File: config.mk
export PLATFORM = sky130hd
export DESIGN_NAME = unified_mem_arbiter
export DESIGN_NICKNAME = d
export VERILOG_FILES = /design/src/rtl/unified_mem_arbiter.sv
export SDC_FILE = /design/constraint.sdc
export NUM_CORES = 1
export LEC_CHECK = 0
export ABC_AREA = 1
export BUFFER_PORTS_ARGS = -buffer_cell sky130_fd_sc_hd__buf_4
export CAP_MARGIN = 25
export CORE_AREA = 2 2 112 114
export DETAILED_ROUTE_END_ITERATION = 16
export DIE_AREA = 0 0 114 116
export GPL_TIMING_DRIVEN = 0
export HOLD_SLACK_MARGIN = 0.02
export PLACE_DENSITY_LB_ADDON = 0.08
export SYNTH_ARGS = -nofsm -noshare
export SYNTH_HDL_FRONTEND = slang
export SYNTH_SLANG_ARGS = --single-unit
File: constraint.sdc
create_clock -name clk -period 8.3 [get_ports clk]
set_input_delay 0.415 -clock clk [delete_from_list [all_inputs] [get_ports clk]]
set_output_delay 0.415 -clock clk [all_outputs]
set_load 0.05 [all_outputs]
File: src/rtl/unified_mem_arbiter.sv
// Arbiter that lets the fetch and data ports share one fixed-latency memory.
// Data has priority over fetch, and each access holds the memory for MEM_LATENCY cycles.
module unified_mem_arbiter #(
    parameter int MEM_LATENCY = 4,
    parameter int ADDR_W      = 32,
    parameter int DATA_W      = 32
) (
    input  logic              clk,
    input  logic              reset,
    input  logic              if_req,
    input  logic [ADDR_W-1:0] if_addr,
    input  logic              if_flush,
    output logic              if_valid,
    output logic [DATA_W-1:0] if_rdata,
    output logic              if_stall,
    input  logic              d_req,
    input  logic              d_we,
    input  logic [ADDR_W-1:0] d_addr,
    input  logic [DATA_W-1:0] d_wdata,
    output logic              d_valid,
    output logic [DATA_W-1:0] d_rdata,
    output logic              d_stall,
    output logic              mem_valid,
    output logic              mem_we,
    output logic [ADDR_W-1:0] mem_addr,
    output logic [DATA_W-1:0] mem_wdata,
    input  logic [DATA_W-1:0] mem_rdata
);
    localparam int CW = $clog2(MEM_LATENCY + 1);
    localparam logic [CW-1:0] LAT = CW'(MEM_LATENCY);

    typedef enum logic [1:0] {IDLE, BUSY_I, BUSY_D} state_t;

    state_t            state_q, state_d;
    logic [CW-1:0]     cnt_q, cnt_d;
    logic              mem_valid_q, mem_valid_d;
    logic              mem_we_q, mem_we_d;
    logic [ADDR_W-1:0] mem_addr_q, mem_addr_d;
    logic [DATA_W-1:0] mem_wdata_q, mem_wdata_d;
    logic              if_valid_q, if_valid_d;
    logic              d_valid_q, d_valid_d;
    logic [DATA_W-1:0] if_rdata_q, if_rdata_d;
    logic [DATA_W-1:0] d_rdata_q, d_rdata_d;
    logic              cancel_q, cancel_d;

    always_comb begin
        state_d     = state_q;
        cnt_d       = cnt_q;
        mem_valid_d = 1'b0;
        mem_we_d    = mem_we_q;
        mem_addr_d  = mem_addr_q;
        mem_wdata_d = mem_wdata_q;
        if_valid_d  = 1'b0;
        d_valid_d   = 1'b0;
        if_rdata_d  = if_rdata_q;
        d_rdata_d   = d_rdata_q;
        cancel_d    = cancel_q;
        case (state_q)
            IDLE: begin
                cancel_d = 1'b0;
                // A port still showing its valid pulse is skipped so a held request is not re-issued.
                if (d_req && !d_valid_q) begin
                    state_d     = BUSY_D;
                    cnt_d       = LAT;
                    mem_valid_d = 1'b1;
                    mem_we_d    = d_we;
                    mem_addr_d  = d_addr;
                    mem_wdata_d = d_wdata;
                end else if (if_req && !if_valid_q && !if_flush) begin
                    state_d     = BUSY_I;
                    cnt_d       = LAT;
                    mem_valid_d = 1'b1;
                    mem_we_d    = 1'b0;
                    mem_addr_d  = if_addr;
                end
            end
            BUSY_I: begin
                cnt_d = cnt_q - CW'(1);
                if (if_flush) cancel_d = 1'b1;
                if (cnt_q == CW'(1)) begin
                    // A redirected fetch still occupies the memory but its result is dropped.
                    if (!cancel_q && !if_flush) begin
                        if_valid_d = 1'b1;
                        if_rdata_d = mem_rdata;
                    end
                    state_d  = IDLE;
                    cancel_d = 1'b0;
                end
            end
            BUSY_D: begin
                cnt_d = cnt_q - CW'(1);
                if (cnt_q == CW'(1)) begin
                    d_valid_d = 1'b1;
                    if (!mem_we_q) d_rdata_d = mem_rdata;
                    mem_we_d  = 1'b0;
                    state_d   = IDLE;
                end
            end
            default: state_d = IDLE;
        endcase
    end

    always_ff @(posedge clk or posedge reset) begin
        if (reset) begin
            state_q     <= IDLE;
            cnt_q       <= '0;
            mem_valid_q <= 1'b0;
            mem_we_q    <= 1'b0;
            mem_addr_q  <= '0;
            mem_wdata_q <= '0;
            if_valid_q  <= 1'b0;
            d_valid_q   <= 1'b0;
            if_rdata_q  <= '0;
            d_rdata_q   <= '0;
            cancel_q    <= 1'b0;
        end else begin
            state_q     <= state_d;
            cnt_q       <= cnt_d;
            mem_valid_q <= mem_valid_d;
            mem_we_q    <= mem_we_d;
            mem_addr_q  <= mem_addr_d;
            mem_wdata_q <= mem_wdata_d;
            if_valid_q  <= if_valid_d;
            d_valid_q   <= d_valid_d;
            if_rdata_q  <= if_rdata_d;
            d_rdata_q   <= d_rdata_d;
            cancel_q    <= cancel_d;
        end
    end

    assign mem_valid = mem_valid_q;
    assign mem_we    = mem_we_q;
    assign mem_addr  = mem_addr_q;
    assign mem_wdata = mem_wdata_q;
    assign if_valid  = if_valid_q;
    assign d_valid   = d_valid_q;
    assign if_rdata  = if_rdata_q;
    assign d_rdata   = d_rdata_q;
    assign if_stall  = if_req & ~if_valid_q;
    assign d_stall   = d_req & ~d_valid_q;

endmodule

After elaboration in Yosys (flattened, before gate mapping)
Index checks and enable logic that the tools add are counted.
- logic and storage cells: 70
- register bits after elaboration: 138
- output and inout port bits: 134
- $add $sub $neg: 1
- reduce and logical (&&, ||, !) cells: 22
- mux-type cells: 24
- bitwise operators: 5
- equal/unequal tests: 7
- operator list (kind ; count):
    32-bit two-way mux ; 2
    1-bit two-way mux ; 13
    2-bit AND reduction ; 5
    3-bit AND reduction ; 3
    2-bit nonzero test ; 4
    2-bit two-way mux ; 3
    3-bit two-way mux ; 2
    3-bit != test, second input constant ; 2
    3-bit one-hot mux with 2 select lines ; 1
    1-bit logical AND ; 4
    1-bit logical NOT ; 4
    1-bit one-hot mux with 2 select lines ; 2
    2-bit one-hot mux with 2 select lines ; 1
    3-bit by 1-bit equality test with 1-bit output, second input constant ; 1
    1-bit inverter ; 3
    3-bit by 1-bit subtractor with 3-bit output, second input constant ; 1
    1-bit bitwise AND ; 2
    2-bit by 1-bit equality test with 1-bit output, second input constant ; 1
    2-bit equality test, second input constant ; 1
    2-bit logical NOT ; 1
    2-bit by 1-bit != test with 1-bit output, second input constant ; 1
    2-bit != test, second input constant ; 1
    2-bit OR reduction ; 1

Longest topological paths before layout
Gate-level depths: netlist of the first run.
- word-level depth: 6
- mapped depth: 9

Worst setup path before layout of the first run
OpenSTA, ideal clock, no wires.
- path kind: reg2reg
- from: register if_valid_q (netlist: if_valid)
- to: register mem_addr_q[10] (netlist: mem_addr[10])
- data required time: 8181 ps
- arrival time: 1752 ps
- cell stages (with the launch flop): 8
- slack: 6429 ps
- clock period less this slack: 1871 ps
- cell sequence: dfrtp_1 > nor2_2 > nand2_1 > nand2_2 > nand2_2 > buf_4 > nand2_1 > nand2_1
- longest elaborated chain between the ends: 5
- RTL lines (element ; RTL line ; source):
    start, declared ; 40 ; logic if_valid_q, if_valid_d;
    start signal, assigned ; 123 ; if_valid_q <= if_valid_d;
    1-bit logical NOT ; 69 ; end else if (if_req && !if_valid_q && !if_flush) begin
    1-bit logical AND (2 in series) ; 69 ;
    2-bit nonzero test (no line) ; - ;
    2-bit AND reduction (no line) ; - ;
    end signal, assigned ; 121 ; mem_addr_q <= mem_addr_d;
    end, declared ; 38 ; logic [ADDR_W-1:0] mem_addr_q, mem_addr_d;
No other way between the ends.
A chain may end at the register's enable or synchronous reset.

Final worst setup path of the first run
- from: register d_valid_q (netlist: d_valid)
- to: output d_stall
- longest elaborated chain between the ends: 2
- RTL lines (element ; RTL line ; source):
    start, declared ; 41 ; logic d_valid_q, d_valid_d;
    start signal, assigned ; 124 ; d_valid_q <= d_valid_d;
    1-bit inverter ; 140 ; assign d_stall = d_req & ~d_valid_q;
    1-bit bitwise AND ; 140 ;
    end, declared ; 22 ; output logic d_stall,
No other way between the ends.

==> results_dict.tcl, run 1 <==
set metrics [dict create \
    status "completed" \
    critical_path_arrival_ns 1.49 \
    min_period_over_period_pct 22.9 \
    layout-drive-gt1-share_pct 38.5 \
    syn_area_sq_um 5990 \
    synth_area_per_cell_sq_um 8.63 \
    clk_path_buf_depth 2 \
    pre_cts_ws_ns 6.72 \
    placed_area_sq_um 8220 \
    critPathRequiredTime_ns 7.89 \
    power_mw 4.27 \
    die_x_um 114 \
    grt_pass1_wl_um 25600 \
    grt_usage_pct 24.9 \
    final_common_cell "nand2_1" \
    antenna_found_initial 0 \
    core_area_sq_um 11900 \
    grt_pass1_vias 5265 \
    wl_per_cell_um 13.9 \
    async_flop_share_pct 100 \
    power_density_nw_per_um2 483 \
    wirelength_um 15900 \
    die_height_um 116 \
    antenna_left 0 \
    drc 0 \
    syn_inst 695 \
    drv_cap 0 \
    rsz0062_at_grt "false" \
    finalHoldViolations 0 \
    fin_cells 1142 \
    grt-ovfl-total 0 \
    critical_path.max_fanout 10 \
    reg2reg_depth 9 \
    critPathKind "reg2out" \
    gp_congestion 0.785 \
    ys_seq_area_share_pct 57.6 \
    postCtsHoldBufs 0 \
    drt_iter0_drc 351 \
    synth_ff_type "dfrtp_1" \
    die_area_sq_um 13200 \
    num_io_pins 268 \
    clk_pin_slew_worst_paths_ns 0.06 \
    skew_ns 0.00839 \
    cts_buffers 17 \
    first_pass_iters 4 \
    cts_tree "built" \
    synth_edf_count 0 \
    synthDistinctLibCells 23 \
    via_count 5379 \
    numPortBuffers 267 \
    cts_resized 0 \
    fin_area_sq_um 8830 \
    htreeDepth 4 \
    nFillCells 956 \
    leakagePower_nw 5.07 \
    slew_violations 0 \
    ys_warn_count 0 \
    cts_setup_buffers 0 \
    dp_cells 1110 \
    ys_ff_latch 138 \
    whs_ns 0.0457 \
    rows 40 \
    period_minus_slack_ns 1.90 \
    final_cell_mix "337 x nand2_1, 271 x buf_4, 138 x dfrtp_1, 46 x inv_1, 37 x nand3_1" \
    clock_latency_ns 0.41 \
    grt_max_degree 85 \
    p_int_mw 2.14 \
    pwr-share-seq_pct 27.6 \
    slew_headroom_pct 65.5 \
    combPwrFrac_pct 54.1 \
    fin_ws_ns 6.40 \
    area_delta_synth_final_pct 47.3 \
    fin_nets 1121 \
    final_util_pct 74.1 \
    hold_path.class "in2async" \
    cts_sinks 138 \
    dp_hpwl_um 11500 \
    power_frac_clock_pct 18.3 \
    tightest_slew_ns 0.517 \
    num_antenna_cells 0 \
    peakVddDrop_v 0.000318 \
    root_buffer "clkbuf_16" \
    finalSetupTns_ns 0 \
    viasPerCell 4.71 \
    cp-start-kind "flip-flop" \
    p_sw_share_pct 49.8 \
    endpoint_kind "primary output" \
    start_util_pct 50.3 \
    setup_violations 0 \
    power.switching_mw 2.13 \
    synthesis.nets 834 \
    max_freq_mhz 526 \
]
[metal layers]
metal | up-vias | wire, um | track usage [%]
li1 | 2719 | - | -
met1 | 2418 | 6540 | 30.5
met2 | 203 | 7600 | 40.6
met3 | 39 | 1280 | 8.79
met4 | 0 | 471 | 9.92
met5 | - | 0 | 0
[power groups by stage]
stage	combinational [mW]	sequential (mW)	clock (mW)
after floorplan	0.518	2.24	0
after global placement	2.30	1.17	0
after detailed placement	2.32	1.17	0
after CTS	2.33	1.18	0.791
after global routing	2.45	1.22	0.824
final	2.31	1.18	0.779
[worst max-delay path, cell delays in order (launching register included)]
cell	delay [ns]
dfrtp_1	0.43
nor2_4	0.23
buf_6	0.20
buf_4	0.21
[synth_stat cells (4+ instances only)]
cell type  number  area share (%)
o21ai_2        23             3.4
inv_1          47             2.9
nand2_2        14             1.5
o21ai_0        34             2.8
nand2_1       337              21
dfrtp_1       138              58
buf_6           9             1.7
nand3_1        37             3.1
buf_2          17             1.4
ha_1            5             1.0
inv_2           5            0.31
o21ai_1         7            0.58
buf_4           4            0.50
[flip-flops by register name, indices dropped and copies added, names as in the netlist]
name and cells:
state_q 2, d_valid 1, if_rdata 32, d_rdata 32, cnt_q 3, if_valid 1
mem_wdata 32, cancel_q 1, mem_addr 32, mem_we 1, mem_valid 1
[cells by family after synthesis]
group | share of synthesized area [%]
simple gates | 27.2
compound gates | 6.95
flops | 57.6
fa+ha+maj | 1.04
buf+inv | 7.22
[final timing paths]
path | endpoint | slack (ns) | start
max in group asynchronous | if_rdata[25] | 7.50 | reset
min in group clk | mem_wdata[4] | 0.20 | d_wdata[4]
min reg2reg | mem_wdata[24] | 0.47 | mem_wdata[24]
max | d_stall | 6.40 | d_valid
max reg2reg | mem_wdata[16] | 6.71 | state_q[0]
min | mem_wdata[11] | 0.05 | reset
[final cells by class]
class,instances,area [sq um],share of cell area (%)
flip-flops and latches,138,3450,39.1
multi-input cells,470,2110,23.9
repair buffers,268,2030,23.0
clock buffers,17,425,4.82
plain buffers,35,238,2.69
inverters,52,200,2.27
clock inverters,15,190,2.15
well taps,147,184,2.08
No activity file was read; power rests on OpenSTA's default activity.
==> run 2, diff against run 1 <==
Settings changed: ABC_AREA 1 to 0, CORE_AREA 2 2 112 114 to 2 2 114 116, DIE_AREA 0 0 114 116 to 0 0 116 118.
Clock period 8.3 ns to 1.9 ns, I/O delays scaled along.
==> results_dict.tcl, run 2 <==
set metrics [dict create \
    cts_tree "built" \
    die_height_um 118 \
    wirelength_um 15200 \
    grt_usage_pct 22.9 \
    layout-drive-gt1-share_pct 66.3 \
    whs_endpoint "mem_addr[21]" \
    cp_cell_sequence "or3b_4, a21oi_4, buf_6, mux2_2" \
    die_area_sq_um 13700 \
    final_common_cell "buf_4" \
    antenna_found_initial 0 \
    cp-start-kind "flip-flop" \
    grt-ovfl-total 0 \
    critPathRequiredTime_ns 2.19 \
    num_io_pins 268 \
    critical_path_arrival_ns 2.12 \
    fin_area_sq_um 9280 \
    power_density_nw_per_um2 1930 \
    period_minus_slack_ns 1.83 \
    gp_congestion 0.802 \
    first_pass_iters 4 \
    syn_area_sq_um 5710 \
    drv_cap 0 \
    htreeDepth 4 \
    synthesis.nets 502 \
    endpoint_kind "flip-flop" \
    post-synth-top-count-cell "mux2_2" \
    leakagePower_nw 4.60 \
    path_depth 4 \
    viasPerCell 4.71 \
    die_x_um 116 \
    wl_per_cell_um 16.8 \
    dp_hpwl_um 10800 \
    grt_max_degree 40 \
    root_buffer "clkbuf_16" \
    grt_pass1_vias 4674 \
    max_freq_mhz 548 \
    placed_area_sq_um 7990 \
    yosysTopAreaCell "dfrtp_1" \
    start_util_pct 46.0 \
    rows 41 \
    area_delta_synth_final_pct 62.6 \
    num_antenna_cells 0 \
    clk_path_buf_depth 2 \
    status "completed" \
    ys_seq_area_share_pct 60.5 \
    hp-start "d_addr[21]" \
    reg2reg_depth 4 \
    syn_inst 363 \
    clk_pin_slew_worst_paths_ns 0.06 \
    synth_edf_count 0 \
    r2r_slack_ns 0.07 \
    finalHoldViolations 0 \
    slew_violations 0 \
    ys_warn_count 0 \
    max_stage_delay_ns 0.45 \
    drt_iter0_drc 137 \
    drc 0 \
    critPathKind "reg2reg" \
    cp_top_family "simple AND/OR/NAND/NOR gates" \
    min_period_over_period_pct 96.1 \
    cts_sinks 138 \
    async_flop_share_pct 100 \
    crit_buf_inv 1 \
    r2r-end "mem_addr[19]" \
    grt_pass1_wl_um 23900 \
    rsz0062_at_grt "false" \
    fin_nets 860 \
    synth_ff_type "dfrtp_1" \
    antenna_left 0 \
    core_area_sq_um 12400 \
    critical_path.max_fanout 10 \
    reg2reg_from "if_valid" \
    synth_area_leaders "dfrtp_1 61%, mux2_2 31%, ha_1 1.1%" \
    tightest_slew_ns 0.568 \
    setup_violations 0 \
    cpMaxStageDelayCell "or3b_4" \
    via_count 4266 \
    clock_latency_ns 0.41 \
    slew_headroom_pct 62.1 \
    ys_top_cells_by_count "159 x mux2_2, 138 x dfrtp_1, 10 x inv_1, 8 x buf_2" \
    cts_buffers 17 \
    hold_depth 3 \
    hold_path.class "in2reg" \
    ys_ff_latch 138 \
    skew_ns 0.00639 \
    whs_ns 0.0371 \
    synthDistinctLibCells 34 \
    synth_top_area_share_pct 60.5 \
    synth_area_per_cell_sq_um 15.7 \
    peakVddDrop_v 0.00118 \
    final_cell_mix "274 x buf_4, 159 x mux2_2, 136 x dfrtp_1, 65 x dlygate4sd3_1, 17 x clkbuf_16" \
    numPortBuffers 267 \
]
## run 2: cell types whose count changed after synthesis, moves of 23 or more
cell     change
o21ai_2     -23
inv_1       -37
o21ai_0     -34
mux2_2     +159
nand3_1     -35
nand2_1    -335
## run 2: kinds of logic (layout without fill, tap and decap cells)
group | Yosys count | after routing | share of synthesized area, %
buf+inv | 27 | 397 | 2.81
xor+xnor | 1 | 1 | 0.154
compound gates | 12 | 12 | 1.69
mux | 161 | 161 | 31.7
fa+ha+maj | 5 | 5 | 1.10
simple gates | 19 | 19 | 2.00
flops | 138 | 138 | 60.5
## run 2: power by group
group	internal (mW)	switching [mW]	total [mW]
Clock	2.02	1.16	3.19
Sequential	4.29	0.716	5.00
Combinational	3.44	6.29	9.73
Total	9.75	8.17	17.9
## run 2: how the worst max path moves through the flow
stage	from	to	slack (ns)
3_3_place_gp	reset	if_valid	-0.91
4_1_cts	state_q[1]	mem_wdata[4]	0.009
3_5_place_dp	state_q[0]	d_rdata[20]	-0.06
6_report	if_valid	mem_addr[19]	0.07
5_1_grt	if_valid	mem_addr[7]	0.01
2_1_floorplan	reset	d_valid	-0.06
## run 2: timing repair
action                                 CTS  global route
setup endpoints to repair               30           118
cloned                                   0             1
hold buffers                            65             0
endpoints found under the hold margin  132             0
setup buffers                            0             2
gates resized for setup                  1             8
pin swaps                                0             2
## run 2: worst min-delay path, stage by stage
cell and delay (ns):
buf_4 0.07, mux2_2 0.13, mux2_1 0.11
## run 2: cell type report
cell class / instances / area (sq um)
clock inverters: 7 / 91.3
clock buffers: 24 / 482
well taps: 172 / 215
repair buffers: 339 / 2760
fillers: 821 / 3140
multi-input cells: 198 / 2110
plain buffers: 17 / 130
flip-flops and latches: 138 / 3460
inverters: 10 / 41.3
## run 2: metal layers
| layer | up-vias | wire, um | global-route usage, % |
|---|---|---|---|
| met3 | 25 | 1270 | 7.72 |
| met4 | 0 | 300 | 8.78 |
| met1 | 2060 | 5860 | 25.9 |
| met2 | 176 | 7780 | 39.5 |
| met5 | - | 0 | 0 |
| li1 | 2005 | - | - |
## run 2: metrics by stage
step                      total power, mW  std cells  util (%)  worst slack [ns]  TNS [ns]
after floorplan                      11.6        363         -           -0.0647    -0.129
after global routing                 18.7        905      74.7           0.00977         0
after detailed placement             14.6        805      64.4           -0.0585     -1.41
after CTS                            18.0        901      74.3           0.00882         0
after global placement               14.4        802      63.9            -0.907    -97.71
final                                17.9        905      74.7            0.0745         0
==> run 3, diff against run 2 <==
--- a/constraint.sdc
+++ b/constraint.sdc
@@ -3,2 +3,2 @@
 set_output_delay 0.095 -clock clk [all_outputs]
-set_load 0.05 [all_outputs]
+set_load 0.1 [all_outputs]
==> results_dict.tcl, run 3 (synthesis gave the netlist of run 2 again) <==
set metrics [dict create \
    period_minus_slack_ns 1.80 \
    cpMaxStageDelayCell "dfrtp_2" \
    htreeDepth 4 \
    wl_per_cell_um 17.2 \
    die_height_um 118 \
    cp_top_family "flip-flops" \
    first_pass_iters 4 \
    grt_pass1_vias 4728 \
    num_io_pins 268 \
    final_cell_mix "274 x buf_4, 142 x mux2_2, 136 x dfrtp_1, 65 x dlygate4sd3_1, 19 x clkbuf_16" \
    grt_max_degree 45 \
    grt-ovfl-total 0 \
    die_area_sq_um 13700 \
    endpoint_kind "flip-flop" \
    cts_tree "built" \
    placed_area_sq_um 8090 \
    max_freq_mhz 557 \
    crit_buf_inv 2 \
    slew_violations 0 \
    critical_path.max_fanout 10 \
    slew_headroom_pct 54.2 \
    fin_area_sq_um 9410 \
    min_period_over_period_pct 94.5 \
    tightest_slew_ns 0.686 \
    die_x_um 116 \
    cts_buffers 17 \
    status "completed" \
    final_common_cell "buf_4" \
    drv_cap 0 \
    nFillCells 804 \
    max_stage_delay_ns 0.42 \
    hold_path.class "in2reg" \
    layout-drive-gt1-share_pct 67.0 \
    dp_hpwl_um 10600 \
    critical_path_arrival_ns 2.09 \
    rows 41 \
    drc 0 \
    num_antenna_cells 0 \
    cp-start-kind "flip-flop" \
    fin_nets 863 \
    cts_sinks 138 \
    critPathKind "reg2reg" \
    finalHoldViolations 0 \
    grt_pass1_wl_um 24100 \
    antenna_found_initial 0 \
    gp_congestion 0.744 \
    drt_iter0_drc 161 \
    antenna_left 0 \
    numPortBuffers 267 \
    clock_latency_ns 0.41 \
    wirelength_um 15600 \
    core_area_sq_um 12400 \
    viasPerCell 4.77 \
    cp_cell_sequence "or3b_4, a21oi_4, buf_12, buf_6, mux2_4" \
    setup_violations 0 \
    clk_pin_slew_worst_paths_ns 0.06 \
    skew_ns 0.00660 \
    area_delta_synth_final_pct 65.0 \
    start_util_pct 46.0 \
    pre_cts_ws_ns -0.138 \
    grt_usage_pct 23.2 \
    root_buffer "clkbuf_16" \
    via_count 4334 \
    rsz0062_at_grt "false" \
    clk_path_buf_depth 2 \
    fin_ws_ns 0.105 \
    critPathRequiredTime_ns 2.20 \
]
[run 3: cell count changes in the layout (fill, tap and decap cells not counted), sizes merged]
cell | previous run | this run
inv | 9 | 8
buf | 288 | 290
bufinv | 2 | 1
clkinv | 4 | 5
clkinvlp | 2 | 4
clkbuf | 27 | 28
[run 3: layer usage]
| metal | track usage [%] | part of all wire, % | vias to the layer above | routed length, um |
|---|---|---|---|---|
| met5 | 0 | 0 | - | 0 |
| li1 | - | - | 2021 | - |
| met2 | 40.1 | 52 | 187 | 8080 |
| met3 | 8.81 | 8.9 | 32 | 1390 |
| met4 | 9.23 | 2.5 | 0 | 393 |
| met1 | 25.3 | 37 | 2094 | 5770 |
[run 3: metrics by stage]
stage                     util [%]  TNS, ns  instances  hold WS [ns]
final                         75.8        0        909        0.0433
after global routing          75.8        0        909        0.0405
after CTS                     74.9        0        904        0.0275
after detailed placement      65.1    -3.79        805         0.235
after global placement        64.7   -99.50        802         0.330
after floorplan                  -    -2.14        363         0.246
[run 3: what timing repair did]
item                                   CTS  global route
hold buffers                            65             0
buffers inserted                         2             3
resized for setup                        2            11
pin swaps                                0             1
cloned                                   0             2
endpoints found under the hold margin  122             0
setup endpoints to repair               42           116
[run 3: layout make-up]
cell class | count | area (sq um) | area share (%)
multi-input combinational | 198 | 2190 | 23.2
timing repair buffer | 342 | 2820 | 29.9
clock inverter | 8 | 70.1 | 0.744
inverter | 10 | 45.0 | 0.478
buffer | 17 | 155 | 1.65
tap | 172 | 215 | 2.29
sequential | 138 | 3460 | 36.7
clock buffer | 24 | 472 | 5.01
[run 3: worst register-to-register path: cells and delay by family (launching register included)]
kind	cells	cell delay, ns
buf+inv	2	0.32
simple gates	1	0.42
compound gates	1	0.20
flops	1	0.42
mux	1	0.32
[run 3: worst paths after layout]
kind / from / to / slack [ns] / depth (start not counted)
max: if_valid / mem_addr[29] / 0.10 / 5
min: d_addr[14] / mem_addr[14] / 0.04 / 3
max reg2reg: if_valid / mem_addr[29] / 0.10 / 5
min reg2reg: d_rdata[23] / d_rdata[23] / 0.50 / 1
max in group asynchronous: reset / d_valid / 0.70 / 5
min in group asynchronous: reset / mem_wdata[15] / 0.35 / 3
Power of run 3 is not shown: default switching activity piles up to over one toggle a cycle in this logic, so the estimate is an artifact.
